**config.mk**
```make
export PLATFORM = sky130hd
export DESIGN_NAME = sw_port_parser
export DESIGN_NICKNAME = d
export VERILOG_FILES = /design/src/rtl/sw_pkg.sv /design/src/rtl/sw_commit_fifo.sv /design/src/rtl/sw_port_parser.sv
export SDC_FILE = /design/constraint.sdc
export NUM_CORES = 1
export LEC_CHECK = 0
export ABC_AREA = 1
export BUFFER_PORTS_ARGS = -buffer_cell sky130_fd_sc_hd__buf_2
export CELL_PAD_IN_SITES_DETAIL_PLACEMENT = 1
export CELL_PAD_IN_SITES_GLOBAL_PLACEMENT = 2
export CORE_MARGIN = 10
export CORE_UTILIZATION = 37
export CTS_CLUSTER_DIAMETER = 50
export DETAILED_ROUTE_END_ITERATION = 10
export GPL_ROUTABILITY_DRIVEN = 0
export GPL_TIMING_DRIVEN = 1
export PLACE_DENSITY = 0.73
export SLEW_MARGIN = 10
export SYNTH_ARGS = -nofsm -noshare
export SYNTH_HDL_FRONTEND = slang
export SYNTH_SLANG_ARGS = --single-unit
```
**constraint.sdc**
```tcl
create_clock -name clk -period 2.55 [get_ports clk]
set_input_delay 0.1275 -clock clk [delete_from_list [all_inputs] [get_ports clk]]
set_output_delay 0.1275 -clock clk [all_outputs]
set_load 0.005 [all_outputs]
```
**src/rtl/sw_pkg.sv**
```systemverilog
// Shared types for the switch-port ingress parser.
//   sw_state_e : parser FSM states
//   sw_entry_t : one FIFO entry, {eop, data}
//   HDR_BYTES  : DA + SA + LEN header bytes ahead of the payload
package sw_pkg;

  localparam int unsigned HDR_BYTES = 3;

  typedef enum logic [2:0] {
    StIdle,
    StSa,
    StLen,
    StPayload,
    StTail,
    StDiscard
  } sw_state_e;

  typedef struct packed {
    logic       eop;
    logic [7:0] data;
  } sw_entry_t;

endpackage

```
**src/rtl/sw_commit_fifo.sv**
```systemverilog
// Commit/rollback FIFO. Bytes are written speculatively at wr_ptr and become
// visible to the reader only once commit_ptr moves past them. A rollback
// rewinds wr_ptr to commit_ptr, discarding the uncommitted tail.
// Ports:
//   clk_i, rst_i      clock, asynchronous active-high reset
//   wr_en_i/wr_entry_i  speculative write
//   commit_i          commit up to and including the entry written this cycle
//   rollback_i        discard all uncommitted entries
//   rd_en_i           consume the head entry (ignored when empty)
//   rd_valid_o/rd_entry_o  first-word fall-through head
//   free_o            entries not occupied (committed or not) counted from rd_ptr
module sw_commit_fifo
  import sw_pkg::*;
#(
  parameter int unsigned Depth = 64,
  localparam int unsigned Aw   = $clog2(Depth)
) (
  input  logic          clk_i,
  input  logic          rst_i,
  input  logic          wr_en_i,
  input  sw_entry_t     wr_entry_i,
  input  logic          commit_i,
  input  logic          rollback_i,
  input  logic          rd_en_i,
  output logic          rd_valid_o,
  output sw_entry_t     rd_entry_o,
  output logic [Aw:0]   free_o
);

  localparam logic [Aw:0] PtrOne = (Aw + 1)'(1);
  localparam logic [Aw:0] DepthP = (Aw + 1)'(Depth);

  logic [Aw:0] wr_ptr_q, commit_ptr_q, rd_ptr_q;
  logic [Aw:0] wr_ptr_inc;
  sw_entry_t   mem_q [Depth];

  assign wr_ptr_inc = wr_ptr_q + PtrOne;

  always_ff @(posedge clk_i) begin
    if (wr_en_i) mem_q[wr_ptr_q[Aw-1:0]] <= wr_entry_i;
  end

  always_ff @(posedge clk_i or posedge rst_i) begin
    if (rst_i) begin
      wr_ptr_q     <= '0;
      commit_ptr_q <= '0;
      rd_ptr_q     <= '0;
    end else begin
      if (rollback_i) begin
        wr_ptr_q <= commit_ptr_q;
      end else if (wr_en_i) begin
        wr_ptr_q <= wr_ptr_inc;
        // Commit includes the entry being written this cycle (the eop byte).
        if (commit_i) commit_ptr_q <= wr_ptr_inc;
      end
      if (rd_en_i && rd_valid_o) rd_ptr_q <= rd_ptr_q + PtrOne;
    end
  end

  assign rd_valid_o = (rd_ptr_q != commit_ptr_q);
  assign rd_entry_o = mem_q[rd_ptr_q[Aw-1:0]];
  // Wrap bit makes the pointer difference exact for 0..Depth occupied entries.
  assign free_o     = DepthP - (wr_ptr_q - rd_ptr_q);

endmodule

```
**src/rtl/sw_port_parser.sv**
```systemverilog
// Ingress stage of a switch port. Parses DA, SA, LEN, then LEN payload bytes
// from the framed serial byte stream, stores them in a commit/rollback FIFO
// and presents only complete, legal packets downstream (valid/ready, FWFT).
// Truncated, oversize and refused packets are dropped and counted.
// Ports:
//   clk, rst                 clock, asynchronous active-high reset
//   data_in, sw_enable_in    input byte and packet frame
//   read_out                 busy: a new packet cannot be accepted
//   out_valid/out_data/out_eop/out_ready  downstream byte handshake
//   pkt_cnt, drop_cnt        saturating committed/dropped packet counters
module sw_port_parser
  import sw_pkg::*;
#(
  parameter int unsigned DEPTH   = 64,
  parameter int unsigned MAX_LEN = 16,
  parameter int unsigned CNT_W   = 16
) (
  input  logic             clk,
  input  logic             rst,
  input  logic [7:0]       data_in,
  input  logic             sw_enable_in,
  output logic             read_out,
  output logic             out_valid,
  output logic [7:0]       out_data,
  output logic             out_eop,
  input  logic             out_ready,
  output logic [CNT_W-1:0] pkt_cnt,
  output logic [CNT_W-1:0] drop_cnt
);

  localparam int unsigned Aw       = $clog2(DEPTH);
  localparam int unsigned NeedFree = MAX_LEN + HDR_BYTES;
  localparam logic [CNT_W-1:0] CntOne = CNT_W'(1);

  sw_state_e        state_q;
  logic [7:0]       remaining_q;
  logic [CNT_W-1:0] pkt_cnt_q, drop_cnt_q;
  logic             read_out_q;

  logic             wr_en, commit, rollback, truncate, len_ok, discard_end;
  sw_entry_t        wr_entry, rd_entry;
  logic [Aw:0]      free;

  assign len_ok = (32'(data_in) <= MAX_LEN);

  // FIFO controls act on the byte present this cycle, so they are combinational.
  always_comb begin
    wr_en    = 1'b0;
    commit   = 1'b0;
    rollback = 1'b0;
    case (state_q)
      StIdle: wr_en = sw_enable_in && !read_out_q;
      StSa: begin
        wr_en    = sw_enable_in;
        rollback = !sw_enable_in;
      end
      StLen: begin
        if (sw_enable_in && len_ok) begin
          wr_en  = 1'b1;
          commit = (data_in == 8'd0);
        end else begin
          rollback = 1'b1;
        end
      end
      StPayload: begin
        wr_en    = sw_enable_in;
        commit   = sw_enable_in && (remaining_q == 8'd1);
        rollback = !sw_enable_in;
      end
      default: ;
    endcase
    wr_entry.eop  = commit;
    wr_entry.data = data_in;
  end

  // Oversize LEN also rolls back, but its drop is counted when DISCARD ends.
  assign truncate    = rollback && !sw_enable_in;
  assign discard_end = (state_q == StDiscard) && !sw_enable_in;

  always_ff @(posedge clk or posedge rst) begin
    if (rst) begin
      state_q     <= StIdle;
      remaining_q <= '0;
      pkt_cnt_q   <= '0;
      drop_cnt_q  <= '0;
      read_out_q  <= 1'b0;
    end else begin
      read_out_q <= (32'(free) < NeedFree);
      if (commit && (pkt_cnt_q != '1)) pkt_cnt_q <= pkt_cnt_q + CntOne;
      if ((truncate || discard_end) && (drop_cnt_q != '1)) drop_cnt_q <= drop_cnt_q + CntOne;
      case (state_q)
        StIdle: begin
          if (sw_enable_in) state_q <= read_out_q ? StDiscard : StSa;
        end
        StSa: state_q <= sw_enable_in ? StLen : StIdle;
        StLen: begin
          if (!sw_enable_in) begin
            state_q <= StIdle;
          end else if (!len_ok) begin
            state_q <= StDiscard;
          end else begin
            remaining_q <= data_in;
            state_q     <= (data_in == 8'd0) ? StTail : StPayload;
          end
        end
        StPayload: begin
          if (!sw_enable_in) begin
            state_q <= StIdle;
          end else begin
            remaining_q <= remaining_q - 8'd1;
            if (remaining_q == 8'd1) state_q <= StTail;
          end
        end
        StTail, StDiscard: begin
          if (!sw_enable_in) state_q <= StIdle;
        end
        default: state_q <= StIdle;
      endcase
    end
  end

  sw_commit_fifo #(
    .Depth (DEPTH)
  ) u_fifo (
    .clk_i      (clk),
    .rst_i      (rst),
    .wr_en_i    (wr_en),
    .wr_entry_i (wr_entry),
    .commit_i   (commit),
    .rollback_i (rollback),
    .rd_en_i    (out_ready),
    .rd_valid_o (out_valid),
    .rd_entry_o (rd_entry),
    .free_o     (free)
  );

  assign out_data = rd_entry.data;
  assign out_eop  = rd_entry.eop;
  assign read_out = read_out_q;
  assign pkt_cnt  = pkt_cnt_q;
  assign drop_cnt = drop_cnt_q;

endmodule
```
==> flow_metrics.env, run 1 <==
export IMPL_status="finished with violations"
export IMPL_failed_checks="negative setup slack"
export IMPL_wl_met2_mm=45.8
export IMPL_power_total_w=0.0400
export IMPL_core_sq_mm=0.0773
export IMPL_synth_common_cells="920 x nand2_1, 576 x edfxtp_1, 342 x inv_1, 319 x nand3_1, 263 x nor2_1"
export IMPL_port_buffers=54
export IMPL_fin_tns_setup_ps=-1760
export IMPL_grt_setup_unrepaired="yes"
export IMPL_cp_max_fo=8
export IMPL_synth_edf_count=576
export IMPL_initial_core_util=0.373
export IMPL_power_density_mw_per_mm2=1120
export IMPL_synth_top_area_cell="edfxtp_1"
export IMPL_nNetsFinal=3143
export IMPL_clk_transition_reported_paths_ps=60
export IMPL_area_delta_synth_final_pct=23.5
export IMPL_start_kind="register"
export IMPL_utilization=0.460
export IMPL_gr_total_overflow=0
export IMPL_vias=21200
export IMPL_syn_area_sq_mm=0.0288
export IMPL_synth_nets=2927
export IMPL_wl_mm=94.3
export IMPL_maxUsedRoutingLayer="met4"
export IMPL_worstMarginPinSlew_ps=1030
export IMPL_peakVddDrop_uv=612
export IMPL_placementRows=102
export IMPL_fmax_mhz=361
export IMPL_clock_latency_ps=640
export IMPL_h_tree_depth=3
export IMPL_grt_usage=0.205
export IMPL_diodes=0
export IMPL_drtIter0Drc=1535
export IMPL_finalHoldViolCount=0
export IMPL_hold_path_class="input port to register"
export IMPL_synth_seq_cells=641
export IMPL_fin_cells=4224
export IMPL_cts_tree="done"
export IMPL_wl_met3_mm=4.87
export IMPL_maxCapViolations=0
export IMPL_cp_required_ps=2420
export IMPL_die_h_um=299
export IMPL_crit_arrival_ps=2640
export IMPL_seq_area_frac_synth=0.657
export IMPL_p_leak_nw=14.9
export IMPL_ys_warnings_count=0
export IMPL_dieWidth_um=299
export IMPL_die_area_sq_mm=0.0894
export IMPL_ant_nets=0
export IMPL_grt_max_degree=72
export IMPL_dp_slack_ps=-12.7
export IMPL_syn_avg_cell_area_sq_um=9.95
export IMPL_setup_slack_ps=-220
export IMPL_synth_flop_cell="edfxtp_1"
export IMPL_syn_inst=2897
export IMPL_cts_buffer_depth=3
export IMPL_setup_viol=9
export IMPL_grt_antenna_before_repair=3
export IMPL_yosysMostFrequentCell="nand2_1"
export IMPL_grt_pass1_wl_mm=140
export IMPL_drt_met1_wl_mm=41.0
export IMPL_yosysTopAreaCellShare=0.600
export IMPL_io_pins=55
export IMPL_vias_per_cell=5.02
export IMPL_final_max_slew_viol_count=0
export IMPL_place_inst=4014
export IMPL_cts_root_buffer="clkbuf_16"
export IMPL_cts_sinks=641
export IMPL_numCtsBuffers=88
export IMPL_finClkSkew_ps=24.7
export IMPL_wl_per_cell_um=22.3
export IMPL_synthArstFlopShare=0.101
export IMPL_yosys_top_cells_area="edfxtp_1 60%, nand2_1 12%, dfrtp_1 5.6%"
export IMPL_drive_above_1_share=0.162
export IMPL_n_fill_cell=8534
export IMPL_drt_pass1_iter_count=5
export IMPL_fin_crit_ps=2770
export IMPL_drc=0
export IMPL_synth_distinct_cells=43
export IMPL_crit_type="register to output pin"
export IMPL_slew_headroom=0.315
export IMPL_cp_end_kind="output pin"
export IMPL_post_dp_hpwl_mm=55.4
export IMPL_fin_crit_sh=1.09
export IMPL_grt_pass1_vias=22500
==> worst max-delay path: stages (launching register included) <==
cell and delay [ps]:
dfrtp_4 520, buf_12 180, inv_12 140, clkbuf_16 190, nand2_1 60, nand3_1 70, nand2_1 80, nand2_1 90
nand2_1 70, inv_1 80, nand2_1 70, nand2_1 80, nand2_2 110, inv_1 70, nand2_1 60, buf_2 130
==> registers in the layout (all words and copies together) (netlist names) <==
| register | cells |
|---|---|
| u_fifo.mem_q | 576 |
| drop_cnt | 16 |
| pkt_cnt | 16 |
| remaining_q | 8 |
| u_fifo.commit_ptr_q | 7 |
| u_fifo.rd_ptr_q | 7 |
| u_fifo.wr_ptr_q | 7 |
| state_q | 3 |
| read_out | 1 |
==> final cells by class <==
type                    instances  area, sq um  share of cell area
multi-input cells            1779         8250               0.232
clock inverters                59          749              0.0211
repair buffers                250         2620              0.0735
clock buffers                 102         2340              0.0658
flip-flops and latches        641        18900               0.532
inverters                     350         1350              0.0379
repair inverters                3         41.3             0.00116
well taps                    1040         1300              0.0366
==> worst paths after layout <==
path	start	to	slack, ps	cells past startpoint
max	u_fifo.rd_ptr_q[0]$_DFFE_PP0P_	out_eop	-220	15
min	data_in[7]	state_q[1]$_DFFE_PP0P_	20	4
max reg2reg	u_fifo.rd_ptr_q[0]$_DFFE_PP0P_	read_out$_DFF_PP0_	180	11
min reg2reg	drop_cnt[15]$_DFFE_PP0P_	drop_cnt[15]$_DFFE_PP0P_	520	2
max in group asynchronous	rst	u_fifo.rd_ptr_q[1]$_DFFE_PP0P_	1690	4
min in group asynchronous	rst	drop_cnt[6]$_DFFE_PP0P_	160	3
==> placed cells by master, fill, tap and decap left out, types with 5 or more instances in the layout <==
cell and n:
dfrtp_1 61, buf_16 24, xnor2_1 19, nand4_1 10, xor2_1 27, clkinv_1 12, o21ai_1 18, dlygate4sd3_1 7
buf_6 9, clkbuf_1 10, edfxtp_1 576, nand2_1 892, nor2_4 8, nor2_2 14, inv_2 12, buf_4 134
nand2_4 5, inv_1 331, a21oi_1 17, o21ai_0 95, nor3_1 22, nand3_2 21, nand3_1 296, inv_6 16
buf_2 54, nand2_2 30, clkinvlp_4 8, bufinv_16 14, clkinv_2 8, clkbuf_16 98, or2_2 9, buf_12 13
ha_1 17, nor2_1 246
==> stage by stage <==
stage | area (sq um) | hold WS [ps]
6_report | 35600 | 24.3
5_1_grt | 35600 | 48.7
4_1_cts | 35200 | 10.1
3_5_place_dp | 31100 | 277
3_3_place_gp | 31100 | 261
2_1_floorplan | 28800 | 226
==> logic make-up (layout without fill, tap and decap cells) <==
family          count (synthesis)  after routing  synth area share
flops                         641            641             0.657
buf+inv                       477            764            0.0687
xor+xnor                       46             46            0.0140
fa+ha+maj                      18             18           0.00808
simple gates                 1572           1572             0.227
compound gates                143            143            0.0257
==> per-layer routing <==
| metal | vias to the layer above | GRT usage |
|---|---|---|
| met5 | - | 0 |
| li1 | 9909 | - |
| met1 | 10600 | 0.268 |
| met4 | 0 | 0.0732 |
| met2 | 550 | 0.342 |
| met3 | 132 | 0.0337 |
==> power breakdown <==
group | switching, W | total [W] | internal (W) | leakage, nW
combinational | 0.00955 | 0.0149 | 0.00535 | 7.26
clock | 0.00490 | 0.0130 | 0.00808 | 1.49
sequential | 0.000325 | 0.0121 | 0.0118 | 6.13
total | 0.0148 | 0.0400 | 0.0252 | 14.9
==> timing repair <==
action                                  CTS  global route
endpoints found under the setup margin   10            56
pin swaps                                18            14
setup buffers                            12             5
cloned                                   18             7
hold endpoints to repair                 38             0
hold buffers                              7             0
gates resized for setup                  98            59
(Power assumes the default switching activity.)
==> run 2: changes to the inputs <==
--- a/config.mk
+++ b/config.mk
@@ -10,12 +10,12 @@
 export CELL_PAD_IN_SITES_DETAIL_PLACEMENT = 1
 export CELL_PAD_IN_SITES_GLOBAL_PLACEMENT = 2
 export CORE_MARGIN = 10
-export CORE_UTILIZATION = 37
+export CORE_UTILIZATION = 45
 export CTS_CLUSTER_DIAMETER = 50
 export DETAILED_ROUTE_END_ITERATION = 10
 export GPL_ROUTABILITY_DRIVEN = 0
 export GPL_TIMING_DRIVEN = 1
-export PLACE_DENSITY = 0.73
+export PLACE_DENSITY = 0.83
 export SLEW_MARGIN = 10
 export SYNTH_ARGS = -nofsm -noshare
 export SYNTH_HDL_FRONTEND = slang
==> constraint.sdc (replaced) <==
create_clock -name clk -period 3.6 [get_ports clk]
set_input_delay 0.18 -clock clk [delete_from_list [all_inputs] [get_ports clk]]
set_output_delay 0.18 -clock clk [all_outputs]
set_load 0.005 [all_outputs]
==> run 2 against run 1 <==
  * The flow now finishes without violations
  * Clock skew rose by 7.3 ps
  * Sequential share of layout area up 4.3 points
  * Final cell count shrank 7.3%
  * Flip-flop and latch count unchanged
==> flow_metrics.env, run 2 (same netlist as run 1, synthesis figures left out) <==
export IMPL_status="finished, final reports clean"
export IMPL_clk_transition_reported_paths_ps=60
export IMPL_final_max_slew_viol_count=0
export IMPL_start_kind="register"
export IMPL_worstMarginPinSlew_ps=997
export IMPL_drt_pass1_iter_count=7
export IMPL_final_cell_mix="920 x nand2_1, 576 x edfxtp_1, 340 x inv_1"
export IMPL_fin_crit_sh=0.944
export IMPL_cp_max_fo=119
export IMPL_p_leak_nw=13.7
export IMPL_layout_commonest_cell="nand2_1"
export IMPL_grt_setup_unrepaired="no"
export IMPL_wl_mm=87.0
export IMPL_drive_above_1_share=0.101
export IMPL_die_h_um=273
export IMPL_placementRows=92
export IMPL_crit_type="register to output pin"
export IMPL_vias_per_cell=5.36
export IMPL_maxCapViolations=0
export IMPL_finClkSkew_ps=32.0
export IMPL_area_delta_synth_final_pct=14.2
export IMPL_grt_usage=0.232
export IMPL_gr_total_overflow=0
export IMPL_post_dp_hpwl_mm=53.0
export IMPL_wl_per_cell_um=22.2
export IMPL_clock_latency_ps=620
export IMPL_drtIter0Drc=1640
export IMPL_ant_nets=0
export IMPL_die_area_sq_mm=0.0745
export IMPL_nNetsFinal=3035
export IMPL_path_cells="buf_12 -> nor2_1 -> nor2_1 -> o21ai_0 -> nand3_1 -> nand3_1 -> nand2_1 -> nand3_1 -> nand2_1 -> buf_2"
export IMPL_power_density_mw_per_mm2=740
export IMPL_largest_reg_flops=576
export IMPL_fin_tns_setup_ps=0
export IMPL_cp_required_ps=3420
export IMPL_cts_sinks=641
export IMPL_numCtsBuffers=78
export IMPL_slew_headroom=0.335
export IMPL_vias=21000
export IMPL_grt_max_degree=120
export IMPL_finalHoldViolCount=0
export IMPL_grt_pass1_wl_mm=133
export IMPL_grt_antenna_before_repair=1
export IMPL_cts_tree="done"
export IMPL_fmax_mhz=294
export IMPL_dieWidth_um=273
export IMPL_peakVddDrop_uv=421
export IMPL_critPathBufInv=2
export IMPL_port_buffers=54
export IMPL_critical_path_slowest_cell="dfrtp_4"
export IMPL_setup_viol=0
export IMPL_h_tree_depth=3
export IMPL_cts_root_buffer="clkbuf_16"
export IMPL_fin_crit_ps=3400
export IMPL_cpMostUsedCell="nand3_1"
export IMPL_io_pins=55
export IMPL_path_delay_family="simple AND/OR/NAND/NOR gates"
export IMPL_crit_arrival_ps=3220
export IMPL_initial_core_util=0.456
export IMPL_utilization=0.521
export IMPL_drc=0
export IMPL_cts_buffer_depth=3
export IMPL_hold_path_class="input port to register"
export IMPL_max_stage_delay_ps=710
export IMPL_grt_pass1_vias=22100
export IMPL_core_sq_mm=0.0632
export IMPL_cp_end_kind="output pin"
run 2: changes by cell type in the layout (fill, tap and decap cells not counted), moves of 19 or more:
cell and change:
buf_16 -24, buf_4 -50, nand2_1 +28, nand2_2 -26, nand3_1 +23, nand3_2 -19
run 2: final cells by class:
type | instances | area, sq um
antenna | 1 | 2.50
fill | 6955 | 30300
sequential | 641 | 18900
inverter | 350 | 1340
tap | 846 | 1060
clock buffer | 89 | 2060
clock inverter | 55 | 460
timing repair buffer | 155 | 1150
multi-input combinational | 1779 | 7910
run 2: metal layers:
layer | vias to the layer above | share of wire | track usage
met4 | 0 | 0.019 | 0.0622
li1 | 9677 | - | -
met1 | 10700 | 0.44 | 0.311
met5 | - | 0 | 0
met3 | 98 | 0.053 | 0.0275
met2 | 555 | 0.49 | 0.395
run 2: what timing repair did:
| item | 4_1_cts | 5_1_grt |
|---|---|---|
| buffers inserted | 0 | 0 |
| endpoints found under the hold margin | 55 | 0 |
| hold buffers | 7 | 0 |
| endpoints found under the setup margin | 0 | 7 |
| gates resized for setup | 0 | 4 |
run 2: worst paths after layout:
path,from,slack (ps),cells past startpoint,end
setup / recovery,u_fifo.rd_ptr_q[0]$_DFFE_PP0P_,200,10,out_data[4]
hold / removal,data_in[2],60,5,remaining_q[2]$_DFFE_PP0P_
setup reg to reg,state_q[1]$_DFFE_PP0P_,610,7,u_fifo.mem_q[29][4]$_DFFE_PP_
hold reg to reg,pkt_cnt[0]$_DFFE_PP0P_,530,1,pkt_cnt[0]$_DFFE_PP0P_
max in group asynchronous,rst,2340,4,u_fifo.rd_ptr_q[1]$_DFFE_PP0P_
min in group asynchronous,rst,260,3,drop_cnt[11]$_DFFE_PP0P_
run 2: tightest hold or removal path: stages:
cell and delay, ps:
buf_2 130, inv_1 90, o21ai_0 100, nand2_1 70, o21ai_0 70
run 2: stage by stage:
step	total power [W]	std cells	cell area [sq um]	setup slack, ps	hold slack (ps)
6_report	0.0244	3916	32900	200	62.0
5_1_grt	0.0257	3915	32900	9.38	108
4_1_cts	0.0245	3915	32900	35.9	55.8
3_5_place_dp	0.0168	3764	30300	604	360
3_3_place_gp	0.0165	3764	30300	624	349
2_1_floorplan	0.0139	2897	28800	1240	279
run 2: power by group:
part           internal [W]  switching, W
clock               0.00451       0.00324
combinational       0.00228       0.00562
sequential          0.00836      0.000362
